[config.mk]
export PLATFORM = sky130hd
export DESIGN_NAME = pipeline_hazard_ctrl
export DESIGN_NICKNAME = d
export VERILOG_FILES = /design/src/rtl/pipeline_hazard_ctrl_pkg.sv /design/src/rtl/pipeline_hazard_ctrl_md_counter.sv /design/src/rtl/pipeline_hazard_ctrl.sv
export SDC_FILE = /design/constraint.sdc
export NUM_CORES = 1
export LEC_CHECK = 0
export ABC_CLOCK_PERIOD_IN_PS = 2460
export CAP_MARGIN = 20
export CORE_MARGIN = 5
export CORE_UTILIZATION = 57
export CTS_CLUSTER_DIAMETER = 200
export DETAILED_ROUTE_END_ITERATION = 8
export DONT_BUFFER_PORTS = 1
export PLACE_DENSITY = 0.81
export SLEW_MARGIN = 20
export SYNTH_ARGS = -nofsm -noshare
export SYNTH_HDL_FRONTEND = slang
export SYNTH_SLANG_ARGS = --single-unit
[constraint.sdc]
create_clock -name clk -period 2.46 [get_ports clk]
set_input_delay 0.738 -clock clk [delete_from_list [all_inputs] [get_ports clk]]
set_output_delay 0.738 -clock clk [all_outputs]
set_load 0.01 [all_outputs]
[src/rtl/pipeline_hazard_ctrl_pkg.sv]
// Shared types and latency constants for the pipeline hazard sequencer.
package pipeline_hazard_ctrl_pkg;

  typedef enum logic [1:0] {
    RUN        = 2'd0,
    MD_WAIT    = 2'd1,
    REDIR_PEND = 2'd2
  } hz_state_e;

  localparam int MUL_CYCLES_DEF = 3;
  localparam int DIV_CYCLES_DEF = 32;

  function automatic int md_cnt_w(input int mul_cycles, input int div_cycles);
    int mx;
    mx = (mul_cycles > div_cycles) ? mul_cycles : div_cycles;
    return (mx < 2) ? 1 : $clog2(mx + 1);
  endfunction

endpackage

[src/rtl/pipeline_hazard_ctrl_md_counter.sv]
// MUL/DIV occupancy down-counter; done flags the last busy cycle.
module hazard_md_counter #(
  parameter int CNT_W = 6
) (
  input  logic             clk,
  input  logic             rst,
  input  logic             load,
  input  logic [CNT_W-1:0] load_val,
  input  logic             dec,
  output logic             done
);

  logic [CNT_W-1:0] count;

  always_ff @(posedge clk) begin
    if (rst) begin
      count <= '0;
    end else if (load) begin
      count <= load_val;
    end else if (dec && (count != '0)) begin
      count <= count - 1'b1;
    end
  end

  assign done = (count == CNT_W'(1));

endmodule

[src/rtl/pipeline_hazard_ctrl.sv]
// Stall/flush sequencer for the 5-stage pipeline.
// Optional HAZARD_PERF_EN adds stall-cycle and flush counters.
module pipeline_hazard_ctrl
  import pipeline_hazard_ctrl_pkg::*;
#(
  parameter int DATA_W     = 32,
  parameter int REG_W      = 5,
  parameter int MUL_CYCLES = MUL_CYCLES_DEF,
  parameter int DIV_CYCLES = DIV_CYCLES_DEF
) (
  input  logic              clk,
  input  logic              rst,
  input  logic              icache_stall,
  input  logic              dcache_stall,
  input  logic [REG_W-1:0]  id_rs1,
  input  logic [REG_W-1:0]  id_rs2,
  input  logic              id_rs1_used,
  input  logic              id_rs2_used,
  input  logic              ex_mem_read,
  input  logic [REG_W-1:0]  ex_rd,
  input  logic              ex_md_start,
  input  logic              ex_md_is_div,
  input  logic              ex_predict_fail,
  input  logic [DATA_W-1:0] ex_redirect_pc,
  output logic              pc_write,
  output logic              pc_redirect,
  output logic [DATA_W-1:0] pc_redirect_target,
  output logic              if_id_hold,
  output logic              if_id_flush,
  output logic              id_ex_hold,
  output logic              id_ex_flush,
  output logic              ex_mem_hold,
  output logic              ex_mem_bubble,
  output logic              md_busy
`ifdef HAZARD_PERF_EN
  ,
  output logic [31:0]       perf_stall_cycles,
  output logic [31:0]       perf_flush_count
`endif
);

  localparam int CNT_W = md_cnt_w(MUL_CYCLES, DIV_CYCLES);
  localparam logic [CNT_W-1:0] MUL_LD = CNT_W'(MUL_CYCLES - 1);
  localparam logic [CNT_W-1:0] DIV_LD = CNT_W'(DIV_CYCLES - 1);

  hz_state_e         state_q, state_d;
  logic [DATA_W-1:0] pend_pc_q, pend_pc_d;
  logic              md_load, md_dec, md_done, load_use;
  logic [CNT_W-1:0]  md_ld_val;

  assign md_ld_val = ex_md_is_div ? DIV_LD : MUL_LD;
  assign load_use  = ex_mem_read && (ex_rd != '0) &&
                     ((id_rs1_used && (id_rs1 == ex_rd)) ||
                      (id_rs2_used && (id_rs2 == ex_rd)));

  hazard_md_counter #(.CNT_W(CNT_W)) u_md_counter (
    .clk      (clk),
    .rst      (rst),
    .load     (md_load),
    .load_val (md_ld_val),
    .dec      (md_dec),
    .done     (md_done)
  );

  always_comb begin
    pc_write           = 1'b1;
    pc_redirect        = 1'b0;
    pc_redirect_target = '0;
    if_id_hold         = 1'b0;
    if_id_flush        = 1'b0;
    id_ex_hold         = 1'b0;
    id_ex_flush        = 1'b0;
    ex_mem_hold        = 1'b0;
    ex_mem_bubble      = 1'b0;
    md_busy            = 1'b0;
    md_load            = 1'b0;
    md_dec             = 1'b0;
    state_d            = state_q;
    pend_pc_d          = pend_pc_q;
    if (!rst) begin
      md_busy = (state_q == MD_WAIT);
      if (dcache_stall) begin
        // Freeze everything; a mispredict seen now is replayed after release.
        pc_write    = 1'b0;
        if_id_hold  = 1'b1;
        id_ex_hold  = 1'b1;
        ex_mem_hold = 1'b1;
        if (ex_predict_fail) begin
          state_d   = REDIR_PEND;
          pend_pc_d = ex_redirect_pc;
        end
      end else if ((state_q == REDIR_PEND) || ((state_q == RUN) && ex_predict_fail)) begin
        pc_redirect        = 1'b1;
        pc_redirect_target = (state_q == REDIR_PEND) ? pend_pc_q : ex_redirect_pc;
        if_id_flush        = 1'b1;
        id_ex_flush        = 1'b1;
        state_d            = RUN;
      end else if (state_q == MD_WAIT) begin
        pc_write      = 1'b0;
        if_id_hold    = 1'b1;
        id_ex_hold    = 1'b1;
        ex_mem_bubble = 1'b1;
        md_dec        = 1'b1;
        if (md_done) state_d = RUN;
      end else if (ex_md_start) begin
        md_load = 1'b1;
        if (md_ld_val != '0) state_d = MD_WAIT;
      end else if (load_use) begin
        pc_write    = 1'b0;
        if_id_hold  = 1'b1;
        id_ex_flush = 1'b1;
      end else if (icache_stall) begin
        pc_write    = 1'b0;
        if_id_flush = 1'b1;
      end
    end
  end

  always_ff @(posedge clk) begin
    if (rst) begin
      state_q   <= RUN;
      pend_pc_q <= '0;
    end else begin
      state_q   <= state_d;
      pend_pc_q <= pend_pc_d;
    end
  end

  // A branch cannot resolve in EX while MUL/DIV owns the stage.
  always_ff @(posedge clk) begin
    if (!rst) assert (!((state_q == MD_WAIT) && ex_predict_fail));
  end

`ifdef HAZARD_PERF_EN
  always_ff @(posedge clk) begin
    if (rst) begin
      perf_stall_cycles <= '0;
      perf_flush_count  <= '0;
    end else begin
      if (!pc_write)   perf_stall_cycles <= perf_stall_cycles + 32'd1;
      if (pc_redirect) perf_flush_count  <= perf_flush_count + 32'd1;
    end
  end
`endif

endmodule
==> flow_metrics.env, run 1 <==
export IMPL_fin_crit_sh=1.052
export IMPL_crit_arrival_ps=1850
export IMPL_cts_hold_buf=0
export IMPL_instances_no_fill=382
export IMPL_hold_viol=0
export IMPL_path_clk_slew_ps=70
export IMPL_relSlewSlack=0.6222
export IMPL_critical_path_max_fanout=3
export IMPL_port_buffers=0
export IMPL_p_leak_nw=0.9332
export IMPL_p_per_area_nw_per_um2=495.6
export IMPL_worstSetupEndpointType="primary output"
export IMPL_placementRows=22
export IMPL_reg2reg_slack_ps=470
export IMPL_grt_max_degree=48
export IMPL_clk_latency_ps=290
export IMPL_max_cap_viol_count=0
export IMPL_drc=0
export IMPL_synth_seq_area_share=0.3554
export IMPL_hp_start="pend_pc_q[2]"
export IMPL_viasPerCell=5.738
export IMPL_numCtsBuffers=5
export IMPL_fp_dieW_um=72.88
export IMPL_synthMuxAreaShare=0
export IMPL_cp_start_kind="input pin"
export IMPL_r2r_end="u_md_counter.count[3]"
export IMPL_synth_top_area_share=0.3554
export IMPL_drt_total_wl_um=5805
export IMPL_synth_warnings=0
export IMPL_power_total_w=0.001384
export IMPL_clockRootBuffer="clkbuf_8"
export IMPL_crit_path_max_incr_delay_ps=350
export IMPL_status="finished with violations"
export IMPL_cp_slowest_cell="or3_1"
export IMPL_nets=393
export IMPL_synthTopCellsByArea="dfxtp_1, nand2_1, a21oi_1"
export IMPL_rsz0062_at_grt="yes"
export IMPL_post_drt_wl_per_cell_um=15.20
export IMPL_finalCriticalPeriod_ps=2589
export IMPL_drt_iter0_drc=136
export IMPL_synth_fa_ha_area_frac=0.01666
export IMPL_mostFrequentLayoutCells="nand2_1, dfxtp_1, a21oi_1, a21oi_4, buf_4"
export IMPL_num_io_pins=98
export IMPL_synth_top_family_by_area="simple AND/OR/NAND/NOR gates"
export IMPL_grt_pass1_vias=2061
export IMPL_min_path_type="reg -> reg"
export IMPL_tightest_slew_ps=558.8
export IMPL_syn_avg_cell_area_um2=6.667
export IMPL_track_usage=0.2202
export IMPL_num_vias=2192
export IMPL_peakVddDrop_mv=0.3924
export IMPL_synth_xor_xnor_area_share=0.05441
export IMPL_grt_pass1_wl_um=9349
export IMPL_crit_type="in -> out"
export IMPL_fmax_ghz=0.3863
export IMPL_gp_congestion=0.8015
export IMPL_path_buf_inv=0
export IMPL_whs_path_depth=2
export IMPL_synth_simple_area_share=0.3137
export IMPL_synth_compound_area_frac=0.2077
export IMPL_final_common_cell="nand2_1"
export IMPL_critPathRequiredTime_ps=1720
export IMPL_cts_tree="done"
export IMPL_dp_cells=374
export IMPL_synth_top_area_cell="dfxtp_1"
export IMPL_violations="setup timing"
export IMPL_n_antenna_cell=0
export IMPL_worstReg2RegStart="state_q[1]"
export IMPL_firstDrtPassIters=4
export IMPL_synth_edff_count=0
export IMPL_antenna_found_initial=0
export IMPL_synth_seq_cells=40
export IMPL_min_to="pend_pc_q[2]"
export IMPL_final_layout_size_suffix_gt1_frac=0.1916
export IMPL_cts_setup_buffers=0
export IMPL_synth_main_ff_cell="dfxtp_1"
export IMPL_post_dp_hpwl_um=4304
export IMPL_die_area_um2=5311
export IMPL_synth_cells=338
export IMPL_cts_sinks=40
export IMPL_syn_area_um2=2253
export IMPL_cts_htree_levels=2
export IMPL_setup_viol=3
export IMPL_reg2regPathDepth=6
export IMPL_fp_dieH_um=72.88
export IMPL_syn_to_final_growth_pct=23.88
export IMPL_drv_slew=0
export IMPL_crit_family="simple AND/OR/NAND/NOR gates"
export IMPL_cts_buffer_depth=2
export IMPL_core_um2=3744
export IMPL_async_reset_ff_frac=0
export IMPL_start_util=0.6019
export IMPL_setup_ws_ps=-128.8
export IMPL_ant_nets=0
export IMPL_skew_ps=1.518
export IMPL_overflow=0
export IMPL_synth_cell_type_count=34
export IMPL_syn_num_nets=398
export IMPL_cp_cell_sequence="xor2_1, nor4_1, a32oi_1, or3_1, o211a_1"
==> synthesized netlist by cell type, types with 3 or more instances <==
cell	n
a21oi_1	70
clkbuf_1	23
dfxtp_1	40
ha_1	3
inv_1	5
nand2_1	134
nor2_1	5
nor2b_1	4
nor3_1	5
o21ai_0	4
o31ai_1	3
or4_1	3
xnor2_1	3
xor2_1	11
==> worst min-delay path, cell delays in order (launching register included) <==
cell and delay [ps]:
dfxtp_1 310, nand2_1 50, a21oi_1 50
==> sequential cells by signal, summed over array words and instances (netlist names) <==
signal / count
pend_pc_q: 32
u_md_counter.count: 6
state_q: 2
==> how the worst max path moves through the flow <==
stage,end,startpoint,slack [ps],cells after the start
global placement,pc_write,ex_rd[3],-100,5
global route,pc_write,ex_rd[1],-170,5
CTS,pc_write,id_rs2[3],-100,5
finish,pc_write,ex_rd[1],-130,5
detailed placement,if_id_flush,ex_rd[1],-130,4
floorplan,pc_write,ex_rd[3],-70,5
==> layout make-up <==
cell class                 count  area [µm²]
inverter                       5       18.77
fill                         320       952.2
sequential                    40       802.0
tap                           48       60.06
multi-input combinational    267        1690
timing repair buffer          14       130.1
clock buffer                   8       90.09
==> through the flow <==
stage | util | TNS (ps) | instance area, µm² | setup slack (ps) | hold slack [ps]
floorplan | - | -357.4 | 2664 | -67.49 | 436.6
global placement | 0.7112 | -343.6 | 2663 | -95.53 | 435.7
detailed placement | 0.7112 | -446.8 | 2663 | -132.5 | 440.2
CTS | 0.7406 | -237.3 | 2773 | -97.12 | 450.3
global route | 0.7457 | -444.6 | 2791 | -168.4 | 466.8
finish | 0.7457 | -311.1 | 2791 | -128.8 | 450.4
==> layer usage <==
layer | vias to the layer above | track usage | wire length, µm
met5 | - | 0 | 0
met4 | 0 | 0.07787 | 93
met3 | 10 | 0.04270 | 386
met2 | 63 | 0.3808 | 2923
met1 | 1020 | 0.2707 | 2402
li1 | 1099 | - | -
==> report_power, final <==
group	switching, W	internal [W]
clock network	0.000217	0.000229
registers	0.0000162	0.000676
logic	0.000156	0.0000900
==> kinds of logic (layout without fill, tap and decap cells) <==
kind of cell               count (synthesis)  count (layout)
AOI/OAI and AO/OA                         84              84
xor gates and xnor gates                  14              14
adders and majority gates                  3               3
buffers and inverters                     31              27
DFF                                       40              40
and+or+nand+nor                          166             166
==> what timing repair did <==
action,in CTS,in global routing
resized for setup,4,5
pin swaps,2,2
setup endpoints to repair,6,24
Note: power is estimated with default switching activity, not from simulation.
==> run 2: changes to the inputs <==
--- a/config.mk
+++ b/config.mk
@@ -12,8 +12,8 @@
 export CTS_CLUSTER_DIAMETER = 200
 export DETAILED_ROUTE_END_ITERATION = 8
 export DONT_BUFFER_PORTS = 1
-export PLACE_DENSITY = 0.81
-export SLEW_MARGIN = 20
+export PLACE_DENSITY_LB_ADDON = 0.25
+export REMOVE_ABC_BUFFERS = 1
 export SYNTH_ARGS = -nofsm -noshare
 export SYNTH_HDL_FRONTEND = slang
 export SYNTH_SLANG_ARGS = --single-unit
==> flow_metrics.env, run 2 (synthesis results as in run 1) <==
export IMPL_status="finished with violations"
export IMPL_dp_slack_ps=-249.4
export IMPL_skew_ps=2.143
export IMPL_intPower_w=0.0009668
export IMPL_grt_max_degree=48
export IMPL_num_vias=2321
export IMPL_cp_start_kind="input pin"
export IMPL_viasPerCell=5.633
export IMPL_drt_iter0_drc=187
export IMPL_firstDrtPassIters=5
export IMPL_largest_reg_flops=32
export IMPL_cp_cell_sequence="xor2_1, nor4_1, a32oi_1, or3_1, o211a_1"
export IMPL_ant_nets=0
export IMPL_post_dp_hpwl_um=4044
export IMPL_grt_use_met3=0.07713
export IMPL_power_switching_w=0.0003451
export IMPL_cts_hold_buf=0
export IMPL_reg2regPathDepth=6
export IMPL_crit_path_end="pc_write"
export IMPL_largestRegisters="pend_pc_q x32, u_md_counter.count x6, state_q x2"
export IMPL_p_leak_nw=1.083
export IMPL_crit_arrival_ps=1890
export IMPL_num_io_pins=98
export IMPL_cts_sinks=40
export IMPL_crit_family="simple AND/OR/NAND/NOR gates"
export IMPL_power_frac_seq=0.529
export IMPL_drc=0
export IMPL_min_path_type="reg -> reg"
export IMPL_gp_congestion=0.7769
export IMPL_post_drt_wl_per_cell_um=13.82
export IMPL_crit_type="in -> out"
export IMPL_fp_dieH_um=72.88
export IMPL_cts_htree_levels=2
export IMPL_grt_pass1_wl_um=9197
export IMPL_r2r_end="u_md_counter.count[4]"
export IMPL_crit_path_max_incr_delay_ps=360
export IMPL_hold_viol=0
export IMPL_finalCriticalPeriod_ps=2624
export IMPL_worstReg2RegStart="u_md_counter.count[0]"
export IMPL_critical_path_max_fanout=2
export IMPL_syn_to_final_growth_pct=19.60
export IMPL_tightest_slew_ps=710.2
export IMPL_p_per_area_nw_per_um2=486.8
export IMPL_combPwrFrac=0.168
export IMPL_track_usage=0.2127
export IMPL_drv_slew=0
export IMPL_cts_tree="done"
export IMPL_fin_crit_sh=1.067
export IMPL_clk_latency_ps=280
export IMPL_rsz0062_at_grt="yes"
export IMPL_startpoint="id_rs2[1]"
export IMPL_fp_dieW_um=72.88
export IMPL_final_layout_size_suffix_gt1_frac=0.1786
export IMPL_path_depth=5
export IMPL_clockRootBuffer="clkbuf_8"
export IMPL_setup_ws_ps=-163.7
export IMPL_reg2reg_slack_ps=480
export IMPL_die_area_um2=5311
export IMPL_dpl_cell_area_um2=2567
export IMPL_regMostFlops="pend_pc_q"
export IMPL_numCtsBuffers=5
export IMPL_p_sw_frac=0.2631
export IMPL_grt_most_used_layer="met2"
export IMPL_setup_viol=4
export IMPL_cts_buffer_depth=2
export IMPL_cp_slowest_cell="or3_1"
export IMPL_start_util=0.6019
export IMPL_worstSetupEndpointType="primary output"
export IMPL_nets=424
export IMPL_relSlewSlack=0.5199
export IMPL_final_area_um2=2695
export IMPL_critPathRequiredTime_ps=1720
export IMPL_drt_total_wl_um=5693
export IMPL_use_met1=0.2595
export IMPL_max_cap_viol_count=0
export IMPL_antenna_found_initial=0
export IMPL_grt_pass1_vias=2136
export IMPL_port_buffers=0
export IMPL_final_common_cell="nand2_1"
export IMPL_path_clk_slew_ps=70
export IMPL_placementRows=22
export IMPL_p_clk_frac=0.303
export IMPL_mostFrequentLayoutCells="nand2_1, a21oi_1, buf_4, dfxtp_1, xor2_1"
export IMPL_peakVddDrop_mv=0.3798
export IMPL_cts_setup_buffers=0
export IMPL_n_antenna_cell=0
export IMPL_path_buf_inv=0
export IMPL_overflow=0
export IMPL_fmax_ghz=0.3811
export IMPL_violations="setup timing"
export IMPL_core_um2=3744
export IMPL_use_met2=0.3637
-- run 2: cell types whose count changed in the layout (fill, tap and decap cells not counted), sizes merged --
cell | previous run | this run
buf | 14 | 45
clkbuf | 8 | 6
clkinv | 0 | 1
-- run 2: area by class of cell --
class	count	area, µm²
multi-input cells	267	1370
inverters	5	18.77
flip-flops and latches	40	803.3
fillers	323	1049
clock buffers	6	72.57
repair buffers	45	365.4
clock inverters	1	5.005
well taps	48	60.06
-- run 2: what timing repair did --
| item | in CTS | in global routing |
|---|---|---|
| endpoints found under the setup margin | 19 | 34 |
| gates resized for setup | 4 | 10 |
| hold endpoints to repair | 0 | 0 |
| pin swaps | 5 | 0 |
-- run 2: metal layers --
layer / share of wire / vias up / wire length, µm
met2: 0.49 / 109 / 2816
met5: 0 / - / 0
met4: 0.0018 / 0 / 10
li1: - / 1158 / -
met3: 0.11 / 2 / 601
met1: 0.40 / 1052 / 2265
-- run 2: worst reg2reg max path: stages (launching register included) --
cell       delay (ps)
dfxtp_1           370
inv_1             100
ha_1              240
a2111oi_4         490
nand2_2           140
or4_1             410
a31oi_1           170
-- run 2: worst min-delay path by stage --
stage / from / end / cells past startpoint
6_report: pend_pc_q[12] / pend_pc_q[12] / 2
5_1_grt: pend_pc_q[9] / pend_pc_q[9] / 2
4_1_cts: pend_pc_q[5] / pend_pc_q[5] / 2
3_5_place_dp: pend_pc_q[26] / pend_pc_q[26] / 2
3_3_place_gp: pend_pc_q[2] / pend_pc_q[2] / 2
2_1_floorplan: pend_pc_q[0] / pend_pc_q[0] / 2
-- run 2: metrics by stage --
stage,hold WS [ps],utilization,cells,setup TNS [ps],power [W]
floorplan,430.5,-,312,-4949,0.0008441
global placement,435.8,0.6858,405,-737.9,0.0009137
detailed placement,441.0,0.6858,405,-856.0,0.0009203
CTS,451.6,0.7092,412,-595.9,0.001313
global route,464.2,0.7199,412,-813.0,0.001385
finish,447.5,0.7199,412,-523.0,0.001312
-- run 2: power groups by stage --
stage / Sequential (W) / Clock, W / Combinational (W)
after floorplan: 0.000705 / 0 / 0.000139
after global placement: 0.000706 / 0 / 0.000207
after detailed placement: 0.000708 / 0 / 0.000213
after CTS: 0.000693 / 0.000405 / 0.000215
after global routing: 0.000697 / 0.000442 / 0.000246
final: 0.000694 / 0.000398 / 0.000220
